<file path="config.mk">
export PLATFORM = sky130hd
export DESIGN_NAME = jk_reg_bank
export DESIGN_NICKNAME = d
export VERILOG_FILES = /design/src/rtl/jk_bank_pkg.sv /design/src/rtl/jk_cell.sv /design/src/rtl/jk_reg_bank.sv
export SDC_FILE = /design/constraint.sdc
export NUM_CORES = 1
export LEC_CHECK = 0
export CAP_MARGIN = 30
export CORE_MARGIN = 5
export CORE_UTILIZATION = 35
export CTS_BUF_LIST = sky130_fd_sc_hd__clkbuf_4 sky130_fd_sc_hd__clkbuf_8
export DETAILED_ROUTE_END_ITERATION = 16
export GPL_ROUTABILITY_DRIVEN = 0
export GPL_TIMING_DRIVEN = 0
export HOLD_SLACK_MARGIN = 0.03
export PLACE_DENSITY = 0.78
export SETUP_SLACK_MARGIN = 0.4
export SLEW_MARGIN = 20
export SYNTH_ARGS = -nofsm -noshare
export SYNTH_HDL_FRONTEND = slang
export SYNTH_SLANG_ARGS = --single-unit
</file>
<file path="constraint.sdc">
create_clock -name clk -period 2.17 [get_ports clk]
set_input_delay 0.217 -clock clk [delete_from_list [all_inputs] [get_ports clk]]
set_output_delay 0.217 -clock clk [all_outputs]
set_load 0.005 [all_outputs]
</file>
<file path="src/rtl/jk_bank_pkg.sv">
// Shared mode encodings and the JK next-state rule for the jk_reg_bank block.
package jk_bank_pkg;

    typedef enum logic [1:0] {
        MODE_JK    = 2'b00,
        MODE_COUNT = 2'b01,
        MODE_SHIFT = 2'b10,
        MODE_LOAD  = 2'b11
    } mode_e;

    function automatic logic jk_next(input logic q_cur, input logic j_in, input logic k_in);
        return (j_in & ~q_cur) | (~k_in & q_cur);
    endfunction

endpackage

</file>
<file path="src/rtl/jk_cell.sv">
// Single JK flip-flop with clock enable and asynchronous active-high reset.
module jk_cell
    import jk_bank_pkg::*;
(
    input  logic clk,
    input  logic reset,
    input  logic en,
    input  logic j,
    input  logic k,
    output logic q,
    output logic qb
);

    logic q_q;
    logic q_d;

    // next state: JK rule when enabled, otherwise hold
    always_comb begin
        q_d = q_q;
        if (en) begin
            q_d = jk_next(q_q, j, k);
        end else begin
            q_d = q_q;
        end
    end

    // state register
    always_ff @(posedge clk or posedge reset) begin
        if (reset) begin
            q_q <= 1'b0;
        end else begin
            q_q <= q_d;
        end
    end

    assign q  = q_q;
    assign qb = ~q_q;

endmodule

</file>
<file path="src/rtl/jk_reg_bank.sv">
// WIDTH-bit JK register bank: JK / COUNT / SHIFT / LOAD modes built from jk_cell.
// Define JK_REG_BANK_SATURATE_EN to make COUNT saturate at all-ones instead of wrapping.
module jk_reg_bank
    import jk_bank_pkg::*;
#(
    parameter int WIDTH = 4
) (
    input  logic             clk,
    input  logic             reset,
    input  logic             en,
    input  logic [1:0]       mode,
    input  logic [WIDTH-1:0] j,
    input  logic [WIDTH-1:0] k,
    input  logic             ser_in,
    output logic [WIDTH-1:0] q,
    output logic [WIDTH-1:0] qb,
    output logic             ser_out,
    output logic             tc,
    output logic             changed
);

    logic [WIDTH-1:0] q_s;
    logic [WIDTH-1:0] qb_s;
    logic [WIDTH-1:0] j_s;
    logic [WIDTH-1:0] k_s;
    logic [WIDTH-1:0] carry_s;
    logic [WIDTH-1:0] shift_s;
    logic [WIDTH-1:0] q_next_s;
    logic             all_ones_s;
    logic             changed_q;
    logic             changed_d;

    assign all_ones_s = &q_s;
    assign shift_s    = {q_s[WIDTH-2:0], ser_in};

    // ripple carry: bit i toggles when all lower bits are one
    always_comb begin
        carry_s    = '0;
        carry_s[0] = 1'b1;
        for (int i = 1; i < WIDTH; i++) begin
            carry_s[i] = carry_s[i-1] & q_s[i-1];
        end
    end

    // per-mode J/K steering into the cells
    always_comb begin
        j_s = '0;
        k_s = '0;
        case (mode_e'(mode))
            MODE_JK: begin
                j_s = j;
                k_s = k;
            end
            MODE_COUNT: begin
`ifdef JK_REG_BANK_SATURATE_EN
                if (all_ones_s) begin
                    j_s = '0;
                    k_s = '0;
                end else begin
                    j_s = carry_s;
                    k_s = carry_s;
                end
`else
                j_s = carry_s;
                k_s = carry_s;
`endif
            end
            MODE_SHIFT: begin
                j_s = shift_s;
                k_s = ~shift_s;
            end
            MODE_LOAD: begin
                j_s = j;
                k_s = ~j;
            end
            default: begin
                j_s = '0;
                k_s = '0;
            end
        endcase
    end

    // predicted cell state after the edge, used only for the change flag
    always_comb begin
        q_next_s = q_s;
        for (int i = 0; i < WIDTH; i++) begin
            q_next_s[i] = jk_next(q_s[i], j_s[i], k_s[i]);
        end
        changed_d = en & (q_next_s != q_s);
    end

    // change-pulse register
    always_ff @(posedge clk or posedge reset) begin
        if (reset) begin
            changed_q <= 1'b0;
        end else begin
            changed_q <= changed_d;
        end
    end

    for (genvar g = 0; g < WIDTH; g++) begin : g_cell
        jk_cell u_cell (
            .clk   (clk),
            .reset (reset),
            .en    (en),
            .j     (j_s[g]),
            .k     (k_s[g]),
            .q     (q_s[g]),
            .qb    (qb_s[g])
        );
    end

    assign q       = q_s;
    assign qb      = qb_s;
    assign ser_out = q_s[WIDTH-1];
    assign tc      = en & (mode == MODE_COUNT) & all_ones_s;
    assign changed = changed_q;

endmodule
</file>
* Word-level counts from Yosys, hierarchy flattened
Index checks and enable logic that the tools add are counted.
Cells by class: eq/ne operators 4, mux-type cells 2, bitwise operators 27, reductions and logical operators 3
Operators by type and width (number):
- $pmux W4 S4 | 1
- $and A1 B1 Y1 | 13
- $pmux W4 S3 | 1
- $not A1 Y1 | 8
- $not A4 Y4 | 2
- $eq A2 B2 Y1 const B | 2
- $ne A4 B4 Y1 | 1
- $or A1 B1 Y1 | 4
- $reduce_and A4 Y1 | 1
- $eq A2 B1 Y1 const B | 1
- $logic_not A2 Y1 | 1
- $reduce_or A2 Y1 | 1
Storage, ports and cells: bits in registers 5, input bits 14, word-level logic and storage cells 41

* Longest topological paths before layout
Gate-level depths: netlist of the first run.
depth in word-level cells 8, mapped depth 7

* By module
Synthesis of the first run repeated with hierarchy kept, for this count alone.
Unflattened totals: cell total of the unflattened synthesis 78, area, all modules 639.4 µm²
By module, submodules not included:
- jk_reg_bank | instances 1, cells each 58, area an instance 464.2 µm², seq. area each 25.0 µm²
- jk_cell | instances 4, cells each 5, area an instance 43.8 µm², seq. area each 25.0 µm²

* Worst setup path before layout of the first run
No wires, ideal clock.
path type register to register, from register g_cell[0].u_cell.q_q, to register changed_q (netlist: changed), library setup time 131 ps, arrival 1323 ps, setup slack 716 ps, stages on the path, launching flop included 7, buffers on the path 1, cell sequence dfrtp_1 buf_6 and3_4 and2_4 or3_4 nand3_1 a31oi_1
Between the ends: cells in the longest elaborated chain, start to end 8, elaborated cells on any way between the ends 23
RTL lines:
- start: declaration | RTL line jk_cell.sv:14 | logic q_q;
- start signal: assignment | RTL line jk_cell.sv:32 | q_q <= q_d;
- $and A1 B1 Y1 (2 in series) | RTL line jk_reg_bank.sv:41 | carry_s[i] = carry_s[i-1] & q_s[i-1];
- $pmux W4 S4 | RTL line jk_reg_bank.sv:49 | case (mode_e'(mode))
- $not A1 Y1 | RTL line jk_bank_pkg.sv:12 | return (j_in & ~q_cur) | (~k_in & q_cur);
- $and A1 B1 Y1 | RTL line jk_bank_pkg.sv:12
- $or A1 B1 Y1 | RTL line jk_bank_pkg.sv:12
- $ne A4 B4 Y1 (*) | RTL line jk_reg_bank.sv:89 | changed_d = en & (q_next_s != q_s);
- $and A1 B1 Y1 (*) | RTL line jk_reg_bank.sv:89
- via changed_d | RTL line jk_reg_bank.sv:31 | logic changed_d;
- end signal: assignment | RTL line jk_reg_bank.sv:97 | changed_q <= changed_d;
- end: declaration | RTL line jk_reg_bank.sv:30 | logic changed_q;
The timed path passes the listed nets; every way through them passes the cells marked *. A chain may end at the register's enable or synchronous reset.

* Final worst setup path of the first run
from register g_cell[0].u_cell.q_q, to output port tc
Between the ends: cells in the longest elaborated chain, start to end 2
RTL lines:
- $reduce_and A4 Y1 | RTL line jk_reg_bank.sv:33 | assign all_ones_s = &q_s;
- $and A1 B1 Y1 | RTL line jk_reg_bank.sv:116 | assign tc = en & (mode == MODE_COUNT) & all_ones_s;
- end: declaration | RTL line jk_reg_bank.sv:18 | output logic tc,
Every way passes these cells.

==> qor.yml, run 1 <==
top_layer: "met4"
die_h_um: 52.07
dpl.hpwl_mm: 1.270
worst_hold_path_type: "primary input to asynchronous set/reset pin"
finClkSkew_ns: 0.003185
drt_iter0_markers: 29
rsz0062_at_grt: "no"
dieArea_sq_um: 2711
status: "finished, final reports clean"
num_antenna_cells: 0
firstDrtPassIters: 4
rows: 15
synth_edf_count: 0
wl_per_cell_um: 12.17
nNetsFinal: 130
tns_ns: 0
arrival_ns: 1.47
cts_root_buffer: "clkbuf_4"
fp.dieW_um: 52.07
whs_ns: 0.1688
wl_mm: 1.643
detail_route.vias_per_cell: 5.119
p_sw_share_pct: 34.15
combPwrFrac_pct: 60.9
seqPwrFrac_pct: 24.4
fillers: 157
htree_levels: 1
wl_met1_um: 679
path_max_fanout: 4
final_common_cell: "clkdlybuf4s50_1"
drive_gt1_share_pct: 26.36
insertion_delay_ns: 0.24
ir_drop_v: 0.0004113
grt_pass1_wl_mm: 2.704
via_count: 691
final_hold_viol_count: 0
fin_ws_ns: 0.4817
synth_area_leaders: "dfrtp_1 20%, buf_4 11%, ha_1 10%"
core_sq_um: 1708
yosysSeqAreaShare_pct: 20.20
overflow: 0
cts_tree: "built"
clock-sinks: 5
clk_path_buf_depth: 2
place_inst: 129
pre_cts_ws_ns: 0.1039
fmax_mhz: 592.3
p_leak_uw: 0.0004403
power.density_nw_per_um2: 888.1
pwr-share-clk_pct: 14.7
r2r_cells: 7
layout_common_cells: "19 x clkdlybuf4s50_1, 11 x buf_4, 11 x inv_1"
relSlewSlack_pct: 79.20
yosysTopAreaCell: "dfrtp_1"
post-route-cell-area_sq_um: 942.2
tightest_slew_ns: 0.3121
drtAntennaViolNets: 0
p_int_uw: 551.0
io_buffers: 23
synthFlopType: "dfrtp_1"
wl_met3_um: 111
syn_nets: 100
worstPathRequired_ns: 1.95
synth_top_area_share_pct: 20.20
crit_path_start_kind: "flop"
grt_max_degree: 11
finalSetupViolCount: 0
route.detailed.drc: 0
cts_made_buffers: 3
area_growth_pct: 52.12
p_sw_uw: 285.7
syn_inst: 81
synth.cell_area_sq_um: 619.3
met2WireLength_um: 809
placed_area_sq_um: 880.8
reg2reg_slack_ns: 0.62
timing_worst_setup_path_type: "flop to output pin"
post_synth_num_cell_types: 27
fin_crit_sh_pct: 77.80
finalNonFillerCells: 135
postCtsHoldBufs: 0
grt_pass1_vias: 646
start_util_pct: 36.26
critPathCaptureType: "output pin"
seqCellArea_sq_um: 127.6
avgSynthCellArea_sq_um: 7.646
timing.rr.start: "g_cell[0].u_cell.q"
io_pins: 25
multi_input_area_sq_um: 382.9
yosys_warnings: 0
final.min_clock_period_ns: 1.688
antenna_found_initial: 0
async_reset_ff_share_pct: 100.0
track_usage_pct: 12.85
rr_endpoint: "changed"
cap_violations: 0
clk_pin_slew_ns: 0.05
slew_viol_final: 0
ys_seq_elements: 5
-- how the worst max path moves through the flow --
stage,from,slack [ns],cells past startpoint,endpoint
floorplan,g_cell[0].u_cell.q,0.72,6,changed
global placement,mode[1],0.14,6,tc
detailed placement,mode[1],0.10,6,tc
CTS,g_cell[0].u_cell.q,0.42,5,tc
global route,mode[0],0.43,8,changed
finish,g_cell[0].u_cell.q,0.48,5,tc
-- power groups by stage --
stage,registers (uW),clock network (uW),logic [uW]
finish,204,123,510
global route,213,132,557
CTS,204,125,512
detailed placement,202,0,493
global placement,197,0,485
floorplan,183,0,276
-- per-layer routing --
metal,GRT usage (%),vias to the layer above
met1,15.30,309
met2,21.13,44
met4,7.860,0
met3,2.292,6
met5,0,-
li1,-,332
-- sequential cells by signal (all words and copies together) (netlist names) --
name,flops
changed,1
g_cell.u_cell.q,4
-- synth_stat cells (2+ instances only) --
| library cell | instances |
|---|---|
| inv_1 | 12 |
| buf_4 | 9 |
| nand2_1 | 9 |
| o21ai_0 | 9 |
| a21oi_1 | 5 |
| dfrtp_1 | 5 |
| ha_1 | 5 |
| nor2_1 | 4 |
| and3_2 | 2 |
| nand3_1 | 2 |
| o221a_2 | 2 |
| o22ai_1 | 2 |
-- metrics by stage --
stage / util (%) / power (uW)
5_1_grt: 55.16 / 901.2
3_3_place_gp: 51.58 / 682.1
2_1_floorplan: - / 459.4
3_5_place_dp: 51.58 / 695.0
6_report: 55.16 / 836.7
4_1_cts: 54.87 / 840.1
-- worst max-delay path, cell delays in order (launching register included) --
cell,delay [ns]
dfrtp_1,0.38
buf_6,0.13
and3_4,0.17
and2_4,0.15
and3_2,0.19
clkdlybuf4s15_1,0.20
-- layout make-up --
class / instances / share of cell area (%)
sequential: 5 / 13.55
timing repair buffer: 25 / 26.16
inverter: 12 / 4.781
buffer: 10 / 8.367
multi-input combinational: 54 / 40.64
tap: 25 / 3.320
clock buffer: 4 / 3.187
-- what timing repair did --
| action | 4_1_cts | 5_1_grt |
|---|---|---|
| gates resized for setup | 8 | 3 |
| setup endpoints to repair | 2 | 3 |
| cloned | 0 | 0 |
| buffers inserted | 2 | 0 |
-- kinds of logic (layout without fill, tap and decap cells) --
family / after synthesis / after routing / synth area share, %
AOI/OAI and AO/OA: 24 / 24 / 26.26
and+or+nand+nor: 23 / 23 / 20.00
buffers and inverters: 22 / 51 / 20.00
adders and majority gates: 5 / 5 / 10.10
DFF: 5 / 5 / 20.20
muxes: 2 / 2 / 3.434
Power figures use the tool's default switching activity.
==> run 2: changes to the inputs <==
--- a/config.mk
+++ b/config.mk
@@ -13,7 +13,7 @@
 export GPL_ROUTABILITY_DRIVEN = 0
 export GPL_TIMING_DRIVEN = 0
 export HOLD_SLACK_MARGIN = 0.03
-export PLACE_DENSITY = 0.78
+export PLACE_DENSITY = 0.81
 export SETUP_SLACK_MARGIN = 0.4
 export SLEW_MARGIN = 20
 export SYNTH_ARGS = -nofsm -noshare
==> constraint.sdc (replaced) <==
create_clock -name clk -period 1.5 [get_ports clk]
set_input_delay 0.15 -clock clk [delete_from_list [all_inputs] [get_ports clk]]
set_output_delay 0.15 -clock clk [all_outputs]
set_load 0.005 [all_outputs]
==> qor.yml, run 2 (synthesis gave the netlist of run 1 again) <==
core_sq_um: 1708  # unchanged
clock-sinks: 5  # unchanged
via_count: 794  # +15%
cts_tree: "built"
critPathCaptureType: "flop"
wl_mm: 2.284  # +39%
largest_reg_flops: 4  # unchanged
fmax_mhz: 603.5
rsz0062_at_grt: "yes"
finalNonFillerCells: 152  # +13%
insertion_delay_ns: 0.26  # +0.02 ns
route.detailed.drc: 0  # unchanged
path_max_fanout: 4  # unchanged
track_usage_pct: 17.34  # +4.5 points
antenna_found_initial: 0  # unchanged
drive_gt1_share_pct: 58.27  # +32 points
area_growth_pct: 98.59
drt_iter0_markers: 26  # -10%
finClkSkew_ns: 0.003677  # +0.0004924 ns
violations: "setup timing"
worst_hold_path_type: "primary input to asynchronous set/reset pin"
tightest_slew_ns: 0.3326  # +0.02049 ns
fin_ws_ns: -0.1570  # -0.6387 ns
slew_viol_final: 0  # unchanged
power.density_nw_per_um2: 1500  # +69%
htree_levels: 1  # unchanged
start_util_pct: 36.26  # unchanged
cts_made_buffers: 3  # unchanged
nNetsFinal: 147  # +13%
cap_violations: 0  # unchanged
tns_ns: -0.1570  # -0.1570 ns
seqCellArea_sq_um: 128.9  # +0.98%
crit_path_start_kind: "flop"
overflow: 0  # unchanged
rows: 15  # unchanged
wl_per_cell_um: 15.03  # +23%
grt_pass1_vias: 778  # +20%
fin_crit_sh_pct: 110.5
place_inst: 129  # unchanged
arrival_ns: 1.78  # +0.31 ns
cts_root_buffer: "clkbuf_4"
relSlewSlack_pct: 77.62  # -1.6 points
io_pins: 25  # unchanged
fillers: 128  # -18%
finalSetupViolCount: 1  # +1
drtAntennaViolNets: 0  # unchanged
final.min_clock_period_ns: 1.657
timing_worst_setup_path_type: "flop to flop"
final_common_cell: "buf_6"
grt_max_degree: 11  # unchanged
detail_route.vias_per_cell: 5.224  # +2.1%
dpl.hpwl_mm: 1.220  # -4.0%
multi_input_area_sq_um: 471.7  # +23%
fp.dieW_um: 52.07  # unchanged
ir_drop_v: 0.0009823  # +140%
io_buffers: 23  # unchanged
num_antenna_cells: 0  # unchanged
dieArea_sq_um: 2711  # unchanged
p_leak_uw: 0.0005669  # +29%
clk_pin_slew_ns: 0.05  # about the same
status: "complete, but fails checks"
layout_common_cells: "27 x buf_6, 12 x buf_4, 10 x clkdlybuf4s50_1"
grt_pass1_wl_mm: 3.525  # +30%
final_hold_viol_count: 0  # unchanged
worstPathRequired_ns: 1.62  # -0.33 ns
firstDrtPassIters: 4  # unchanged
clk_path_buf_depth: 2  # unchanged
die_h_um: 52.07  # unchanged
run 2: layer usage:
| metal | track usage, % | routed length (um) |
|---|---|---|
| met4 | 6.114 | 70 |
| met5 | 0 | 0 |
| met3 | 3.725 | 153 |
| met2 | 32.01 | 1180 |
| met1 | 19.14 | 880 |
run 2: critical path: stages (launching register included):
cell and delay [ns]:
dfrtp_1 0.40, buf_6 0.14, buf_6 0.12, mux2i_1 0.14, o211a_1 0.19, o22ai_2 0.08
nor4_1 0.32, a31oi_1 0.14
run 2: where the power goes:
part           switching, uW  total (uW)  internal, uW
Sequential              66.6         264           198
Clock                   65.7         185           119
Combinational            506        1400           890
run 2: final cells by class:
cell class	count	area share, %
multi-input cells	54	38.35
repair buffers	42	33.57
flip-flops and latches	5	10.48
plain buffers	10	8.545
inverters	12	4.069
well taps	25	2.543
clock buffers	4	2.442
run 2: repair_timing:
item,in CTS,in global routing
endpoints found under the setup margin,16,15
hold buffers,0,0
gates resized for setup,88,13
setup buffers,14,5
pin swaps,9,4
run 2: metrics by stage:
step                utilization (%)  cell area [sq um]  power (uW)  setup slack (ns)  hold slack [ns]
floorplan                         -              636.9       671.4           0.05539         -0.07148
global placement              52.60              898.4       993.8           -0.4845           0.3563
detailed placement            52.60              898.4        1010           -0.5414           0.3593
CTS                           67.33               1150        1615        -0.0005862           0.1046
global route                  72.01               1230        1964           -0.2779          0.09904
finish                        72.01               1230        1845           -0.1570          0.09047
run 2: worst paths after layout:
| check | from | endpoint | slack, ns | depth (start not counted) |
|---|---|---|---|---|
| min reg2reg | g_cell[3].u_cell.q | g_cell[3].u_cell.q | 0.74 | 3 |
| max reg2reg | g_cell[0].u_cell.q | changed | -0.16 | 7 |
| min in group clk | en | g_cell[2].u_cell.q | 0.16 | 2 |
| max in group asynchronous | reset | g_cell[2].u_cell.q | 1.22 | 2 |
| max | g_cell[0].u_cell.q | changed | -0.16 | 7 |
| min | reset | g_cell[1].u_cell.q | 0.09 | 2 |
==> run 3: changes to the inputs <==
--- a/config.mk
+++ b/config.mk
@@ -9,6 +9,7 @@
 export CORE_MARGIN = 5
 export CORE_UTILIZATION = 35
 export CTS_BUF_LIST = sky130_fd_sc_hd__clkbuf_4 sky130_fd_sc_hd__clkbuf_8
+export CTS_CLUSTER_SIZE = 20
 export DETAILED_ROUTE_END_ITERATION = 16
 export GPL_ROUTABILITY_DRIVEN = 0
 export GPL_TIMING_DRIVEN = 0
==> results of run 3 <==
Final layout, timing and power as in run 2 (identical DEF).
